--- src/rtl/alu_result_skid.sv ---
// alu_result_skid: two-entry registered skid stage for ALU results; ALU_STICKY_OVF_EN adds ovf_sticky/ovf_clr
module alu_result_skid #(
  parameter int WIDTH = 32
) (
  input  logic             clk,
  input  logic             reset,
  input  logic             in_valid,
  output logic             in_ready,
  input  logic [WIDTH-1:0] in_result,
  input  logic             in_carryout,
  input  logic             in_overflow,
  output logic             out_valid,
  input  logic             out_ready,
  output logic [WIDTH-1:0] out_result,
  output logic             out_carryout,
  output logic             out_overflow,
  output logic             out_zero
`ifdef ALU_STICKY_OVF_EN
  ,
  output logic             ovf_sticky,
  input  logic             ovf_clr
`endif
);
  typedef enum logic [1:0] {EMPTY, ONE, FULL} state_t;
  state_t state, state_n;
  logic [WIDTH+2:0] head, skid, in_entry;
  logic push, pop, load_in, load_skid, load_from_skid;
  assign in_entry = {in_result, in_carryout, in_overflow, ~|in_result};
  assign push = in_valid & in_ready;
  assign pop = out_valid & out_ready;
  assign out_valid = state != EMPTY;
  assign {out_result, out_carryout, out_overflow, out_zero} = head;
  always_comb begin
    state_n = state;
    load_in = 1'b0;
    load_skid = 1'b0;
    load_from_skid = 1'b0;
    state_n = state == EMPTY ? (push ? ONE : EMPTY) :
              state == ONE ? ((push && !pop) ? FULL : (!push && pop) ? EMPTY : ONE) :
              (pop ? ONE : FULL);
    load_in = push && (state == EMPTY || (state == ONE && pop));
    load_skid = push && state == ONE && !pop;
    load_from_skid = state == FULL && pop;
  end
  always_ff @(posedge clk) begin
    if (reset) begin
      state <= EMPTY;
      in_ready <= 1'b1;
      head <= '0;
      skid <= '0;
    end else begin
      state <= state_n;
      in_ready <= state_n != FULL;
      if (load_in) head <= in_entry;
      else if (load_from_skid) head <= skid;
      if (load_skid) skid <= in_entry;
    end
  end
`ifdef ALU_STICKY_OVF_EN
  always_ff @(posedge clk) begin
    if (reset) ovf_sticky <= 1'b0;
    else ovf_sticky <= (push && in_overflow) ? 1'b1 : ovf_clr ? 1'b0 : ovf_sticky;
  end
`endif
endmodule

--- config.mk ---
export PLATFORM = sky130hd
export DESIGN_NAME = alu_result_skid
export DESIGN_NICKNAME = d
export VERILOG_FILES = /design/src/rtl/alu_result_skid.sv
export SDC_FILE = /design/constraint.sdc
export NUM_CORES = 1
export LEC_CHECK = 0
export ABC_AREA = 0
export CAP_MARGIN = 10
export CORE_MARGIN = 8
export CORE_UTILIZATION = 40
export DETAILED_ROUTE_END_ITERATION = 10
export PLACE_DENSITY = 0.72
export SLEW_MARGIN = 20
export SYNTH_ARGS = -nofsm -noshare
export SYNTH_HDL_FRONTEND = slang
export SYNTH_SLANG_ARGS = --single-unit
--- constraint.sdc ---
create_clock -name clk -period 1.7 [get_ports clk]
set_input_delay 0.34 -clock clk [delete_from_list [all_inputs] [get_ports clk]]
set_output_delay 0.34 -clock clk [all_outputs]
set_load 0.02 [all_outputs]
==> results of run 1 <==
-- kinds of logic after synthesis --
| group | synth area share (%) |
|---|---|
| flip-flops | 47.87 |
| buffers and inverters | 4.836 |
| AND/OR/NAND/NOR | 25.98 |
| adder cells (fa/ha/maj) | 0.4098 |
| AO/OA/AOI/OAI | 20.90 |
-- through the flow --
stage | hold slack, ns | util, % | instances | power (W) | cell area, sq um
2_1_floorplan | 0.4366 | - | 377 | 0.002365 | 3053
3_3_place_gp | 0.4405 | 56.10 | 575 | 0.002810 | 4245
3_5_place_dp | 0.4465 | 56.10 | 575 | 0.002832 | 4245
4_1_cts | 0.4577 | 59.29 | 591 | 0.004366 | 4487
5_1_grt | 0.4791 | 60.17 | 591 | 0.004535 | 4553
6_report | 0.4587 | 60.17 | 591 | 0.004314 | 4553
-- cell usage in the layout, fill, tap and decap left out, types with 3 or more instances in the layout --
master	instances
a21oi_1	36
a311oi_1	13
a311oi_2	21
buf_12	6
buf_4	44
clkbuf_8	9
clkdlybuf4s50_1	56
clkinv_4	3
dfxtp_1	72
dlymetal6s2s_1	15
nand2_1	139
nor2_1	36
nor4_1	5
nor4_2	3
-- metal layers --
layer  up-vias  track usage, %
li1       1501               -
met1      1428           19.92
met2        79           27.86
met3         8           5.422
met4         0           4.449
met5         -               0
-- power by group through the flow --
stage | Combinational (W) | Sequential, W | Clock (W)
3_5_place_dp | 0.000898 | 0.00193 | 0
3_3_place_gp | 0.000881 | 0.00193 | 0
4_1_cts | 0.000902 | 0.00189 | 0.00157
6_report | 0.000895 | 0.00189 | 0.00153
2_1_floorplan | 0.000335 | 0.00203 | 0
5_1_grt | 0.000965 | 0.00191 | 0.00166
-- sequential cells by signal, indices dropped and copies added, names as in the netlist --
signal    cells
skid         35
state         2
head         35
in_ready      1
-- cell type report --
type / instances / area, sq um
Fill cell: 648 / 3014
Multi-Input combinational cell: 272 / 1490
Inverter: 3 / 11.26
Tap cell: 102 / 127.6
Sequential cell: 73 / 1463
Clock inverter: 7 / 102.6
Timing Repair Buffer: 125 / 1235
Clock buffer: 9 / 123.9
-- synth_stat cells --
master    count  area, sq um
a311oi_1     14        122.6
a211oi_1      1        7.510
ha_1          1        12.51
nor3_1        1        5.000
a21oi_1      36        180.2
or2_2         2        12.51
clkbuf_1     19        71.32
nand4_1       2        12.51
nor3_2        1        10.01
a311oi_2     20        300.3
nand2_1     139        521.8
nor2_1       36        135.1
buf_2         7        35.03
a221oi_1      1        8.760
inv_1         2        7.510
or3_1         2        12.51
o21ai_0       1        5.000
nor4_1        8        50.05
buf_4         1        7.510
nor2b_1       2        12.51
buf_6         2        22.52
clkinv_1      1        3.750
o31ai_1       1        7.510
nand3b_1      2        15.01
a31oi_1       1        6.260
nand2b_1      1        6.260
dfxtp_1      73         1461
-- final timing paths --
kind                            depth (start not counted)             startpoint  slack (ns)               endpoint
worst max-delay path                                    6          in_result[24]        0.01   head[0]$_SDFFE_PP0P_
worst max register to register                          5    state[0]$_SDFF_PP0_        0.14  head[25]$_SDFFE_PP0P_
worst min-delay path                                    2  skid[14]$_SDFFE_PP0P_        0.46  skid[14]$_SDFFE_PP0P_
worst min register to register                          2  skid[14]$_SDFFE_PP0P_        0.46  skid[14]$_SDFFE_PP0P_
-- worst min-delay path, cell delays in order (launching register included) --
cell and delay (ns):
dfxtp_1 0.31, nand2_1 0.05, a21oi_1 0.05
-- repair_timing --
action / in CTS / in global routing
resized for setup: 7 / 21
pin swaps: 1 / 3
endpoints found under the setup margin: 4 / 21
==> key figures, run 1 <==
Yosys
  • Average instance area after synthesis: 8.098 sq um
  • Syn nets: 416
  • Share of the yosys chip area belonging to registers: 47.87%
  • Post-synthesis instance total: 377
  • Mapped cell area: 3053 sq um
  • Count of different cell masters after synthesis: 27
  • Warnings, synthesis: 0
  • Number of synthesized register bits: 73

Critical path
  • Nature of the critical path endpoint: register
  • Worst-path cell chain: clkdlybuf4s50_1, nor4_2, buf_4, nand4_1, or2_4, a221oi_2
  • Required time reported for the critical path endpoint: 1.95 ns
  • WP data arrival: 1.94 ns
  • Count of buffer and inverter cells on the critical path: 2
  • Largest delay share family, worst path: simple AND/OR/NAND/NOR gates
  • Critical path startpoint category: input pin
  • Cell type of the slowest stage on the worst timing path: clkdlybuf4s50_1
  • Crit Path Max Fanout: 2
  • Critical Path Max Stage Delay: 0.44 ns
  • Critical path class: input pin to register

STA
  • Max Clock Skew: 0.01119 ns
  • Final Slew Violations: 0
  • RSZ-0062 raised after global routing: true
  • Final Hold Fails: 0
  • Worst slew pin tran: 0.5639 ns
  • Post-layout minimum cycle time: 1.689 ns
  • Final setup TNS: 0 ns
  • Final setup margin: 0.01063 ns
  • Final Setup Violations: 0
  • Final critical-path share of the clock period: 99.37%
  • Max-slew headroom: 62.41%
  • Highest achievable clock rate: 591.9 MHz

Drt
  • Number of antenna-violating nets in the routed design: 0
  • Sum of routed wire length over all layers: 8.599 mm
  • Vias after detailed routing: 3016
  • Wire length the detailed router placed on met1: 3.739 mm
  • Met2 wire length: 4.331 mm
  • Iteration-0 DRC count of the detailed router: 123
  • Detailed Routing Iterations Pass 1: 4
  • Vias per inst: 5.103
  • Routed wire length per instance: 14.55 um
  • Amount of wire on met3 after detailed routing: 438 um
  • Max Used Layer: met4
  • Number of remaining DRC errors: 0

Clock tree
  • H-tree lvl count: 3
  • Number of hold buffers added after cts: 0
  • TritonCTS buffer count: 9
  • Clock tree from TritonCTS: built
  • Clk Tree Root Cell: clkbuf_8
  • TritonCTS sink count: 73
  • Clock latency on the worst-skew pair: 0.34 ns
  • Buffers inserted during post-CTS setup optimization: 0
  • Number of buffers on the longest clock path: 2
  • Clock slew at reported path FFs: 0.08 ns

Power and ir drop
  • Leakage power summed over all cells: 1.820 nW
  • Share of power burned in combinational logic: 20.7%
  • Clock share of power: 35.4%
  • Psw: 0.001211 W
  • Seq pwr share: 43.8%
  • Maximum resistive drop on vdd: 0.0005259 V
  • Internal power: 0.003103 W
  • Power density over the cells: 947.5 nW/um^2
  • Fraction of power spent switching nets: 28.07%

Final layout
  • Count of nets after finishing: 523
  • Total inserted antenna cells: 0
  • Layout cell share with drive strength beyond 1: 20.45%
  • Layout area overhead: 49.14%

Global routing
  • Wire length of the first global-routing pass: 13.89 mm
  • Total routing resource utilization after global routing: 16.63%
  • Number of global-route vias before repair: 2936
  • Remaining global-route overflow: 0
  • Number of antenna violations at the first check in global routing: 0
  • Largest net degree at the start of global routing: 37

Outcome
  • Status: finished, final reports clean

Placed design
  • Dpl hpwl: 6.149 mm
  • Worst slack at placement: -0.4137 ns
  • Final weighted congestion in routability-driven placement: 0.8067
  • Total of buffers placed on input and output ports: 74

Die
  • Number of core rows: 32
  • Horizontal die dimension: 103.4 um
  • Effective utilization at floorplan: 40.34%
  • Core region area: 7567 sq um
  • Die area: 10680 sq um
  • Die height: 103.4 um
  • IO Pins: 75

Hold path
  • Path category of the worst min-delay check: register to register

Run
  • Maximum Capacitance Violations: 0
(Power assumes the default switching activity.)
==> run 2: changes to the inputs <==
--- a/config.mk
+++ b/config.mk
@@ -10,7 +10,7 @@
 export CORE_MARGIN = 8
 export CORE_UTILIZATION = 40
 export DETAILED_ROUTE_END_ITERATION = 10
-export PLACE_DENSITY = 0.72
+export PLACE_DENSITY_LB_ADDON = 0.15
 export SLEW_MARGIN = 20
 export SYNTH_ARGS = -nofsm -noshare
 export SYNTH_HDL_FRONTEND = slang
==> key figures, run 2 (synthesis results as in run 1) <==
Outcome
  • Status: finished, final reports clean

Critical path
  • Worst R2R End: head[8]$_SDFFE_PP0P_
  • Nature of the critical path endpoint: output port
  • WP data arrival: 1.32 ns (-0.62 ns)
  • Critical Path Max Stage Delay: 0.62 ns (+0.18 ns)
  • Crit Path Max Fanout: 2 (unchanged)
  • Cell type of the slowest stage on the worst timing path: clkdlybuf4s50_1
  • Count of buffer and inverter cells on the critical path: 1 (-1)
  • Setup slack, reg-to-reg: 0.14 ns (about the same)
  • Largest delay share family, worst path: buffers and inverters
  • Required time reported for the critical path endpoint: 1.36 ns (-0.59 ns)
  • Path depth of the worst reg2reg path: 5 (unchanged)
  • Critical path class: register to output port
  • Critical path startpoint category: register
  • Worst-path cell chain: clkdlybuf4s50_1
  • Worst r2r src: state[0]$_SDFF_PP0_

Final layout
  • Commonest cells after routing, fill and taps aside: nand2_1, dfxtp_1, clkdlybuf4s50_1
  • Largest registers ranked by flip-flop count: head (35), skid (35), state (2)
  • Count of nets after finishing: 525 (+0.38%)
  • Post-route cell area: 4447 sq um (-2.3%)
  • Final cell count without fillers: 591 (unchanged)
  • Layout area overhead: 45.66%
  • Layout cell share with drive strength beyond 1: 19.63% (-0.82 points)
  • Post-layout util: 58.76% (-1.4 points)
  • Total inserted antenna cells: 0 (unchanged)
  • Most common library cell in the layout ignoring fill and taps: nand2_1

STA
  • Max Clock Skew: 0.009514 ns (-0.001672 ns)
  • Final Slew Violations: 0 (unchanged)
  • Max-slew headroom: 76.56% (+14 points)
  • Final Setup Violations: 0 (unchanged)
  • Hold WS: 0.3107 ns (-0.1481 ns)
  • Final Hold Fails: 0 (unchanged)
  • Worst slew pin tran: 0.3483 ns (-0.2156 ns)
  • Highest achievable clock rate: 601.0 MHz (+1.5%)
  • Post-layout minimum cycle time: 1.664 ns (-0.02554 ns)
  • Final critical-path share of the clock period: 97.87% (-1.5 points)
  • RSZ-0062 raised after global routing: false

Hold path
  • Worst hold stages: 2 (unchanged)
  • Launch point of the worst hold path: reset
  • Path category of the worst min-delay check: input pin to register
  • Worst min-delay path endpoint: skid[0]$_SDFFE_PP0P_

Clock tree
  • Clock latency on the worst-skew pair: 0.33 ns (about the same)
  • TritonCTS sink count: 73 (unchanged)
  • Clock slew at reported path FFs: 0.08 ns (about the same)
  • Number of buffers on the longest clock path: 2 (unchanged)
  • Clk Tree Root Cell: clkbuf_8
  • Number of hold buffers added after cts: 0 (unchanged)
  • H-tree lvl count: 3 (unchanged)
  • Buffers inserted during post-CTS setup optimization: 0 (unchanged)
  • Clock tree from TritonCTS: built
  • TritonCTS buffer count: 9 (unchanged)

Die
  • IO Pins: 75 (unchanged)
  • Effective utilization at floorplan: 40.34% (unchanged)
  • Horizontal die dimension: 103.4 um (unchanged)
  • Number of core rows: 32 (unchanged)
  • Die height: 103.4 um (unchanged)
  • Die area: 10680 sq um (unchanged)
  • Core region area: 7567 sq um (unchanged)

Placed design
  • Placed Instance Area: 4248 sq um (about the same)
  • Dpl hpwl: 5.894 mm (-4.1%)
  • Total of buffers placed on input and output ports: 74 (unchanged)
  • Final weighted congestion in routability-driven placement: 0.7695 (-4.6%)
  • Placed insts: 577 (+0.35%)

Drt
  • Vias after detailed routing: 2974 (-1.4%)
  • Routed wire length per instance: 14.41 um (-0.93%)
  • Number of antenna-violating nets in the routed design: 0 (unchanged)
  • Number of remaining DRC errors: 0 (unchanged)
  • Sum of routed wire length over all layers: 8.519 mm (-0.93%)
  • Iteration-0 DRC count of the detailed router: 159 (+29%)
  • Detailed Routing Iterations Pass 1: 4 (unchanged)
  • Vias per inst: 5.032 (-1.4%)

Run
  • Maximum Capacitance Violations: 0 (unchanged)

Global routing
  • Number of antenna violations at the first check in global routing: 0 (unchanged)
  • Total routing resource utilization after global routing: 16.64% (about the same)
  • Wire length of the first global-routing pass: 13.96 mm (+0.50%)
  • Number of global-route vias before repair: 2982 (+1.6%)
  • Largest net degree at the start of global routing: 37 (unchanged)
  • Remaining global-route overflow: 0 (unchanged)

Power and ir drop
  • Tot Pwr: 0.003918 W (-9.2%)
  • Maximum resistive drop on vdd: 0.0003673 V (-30%)
  • Power density over the cells: 881.0 nW/um^2 (-7.0%)
  • Leakage power summed over all cells: 1.616 nW (-11%)
-- run 2: cell count changes in the layout (fill, tap and decap cells not counted), sizes merged, moves of 2 or more --
| cell | delta |
|---|---|
| buf | +2 |
| clkbuf | +2 |
| bufinv | -2 |
| clkdlybuf4s50 | +11 |
| dlymetal6s2s | -12 |
-- run 2: per-stage QoR --
| stage | TNS [ns] | worst slack [ns] |
|---|---|---|
| 6_report | 0 | 0.03617 |
| 5_1_grt | 0 | 0.0005328 |
| 4_1_cts | 0 | 0.003144 |
| 3_5_place_dp | -15.10 | -0.5393 |
| 3_3_place_gp | -13.98 | -0.5206 |
| 2_1_floorplan | 0 | 0.07735 |
-- run 2: power by group --
group	switching, W	internal (W)	leakage (nW)
clock	0.000615	0.000506	0.0778
sequential	0.0000663	0.00183	0.598
combinational	0.000457	0.000447	0.940
-- run 2: final cells by class --
class                   instances  area [sq um]
well taps                     102         127.6
clock inverters                 4         22.52
inverters                       3         11.26
repair buffers                127          1200
clock buffers                  10         127.6
flip-flops and latches         73          1461
multi-input cells             272          1496
fillers                       666          3120
-- run 2: layer usage --
layer,GRT usage (%),part of all wire [%]
met5,0,0
met4,6.897,0.53
met3,3.748,5.7
met2,26.92,48
met1,20.83,46
-- run 2: worst max path at each step --
stage                                end  cells past startpoint  slack [ns]                   from
floorplan           head[1]$_SDFFE_PP0P_                      6        0.08    in_ready$_SDFF_PP1_
global placement    head[0]$_SDFFE_PP0P_                      6       -0.52          in_result[23]
detailed placement  head[0]$_SDFFE_PP0P_                      6       -0.54          in_result[23]
CTS                 head[0]$_SDFFE_PP0P_                      6       0.003           in_result[6]
global route              out_result[30]                      1      0.0005  head[33]$_SDFFE_PP0P_
finish                          out_zero                      1        0.04   head[0]$_SDFFE_PP0P_
-- run 2: timing repair --
item,4_1_cts,5_1_grt
resized for setup,8,8
endpoints found under the setup margin,3,7
pin swaps,2,2
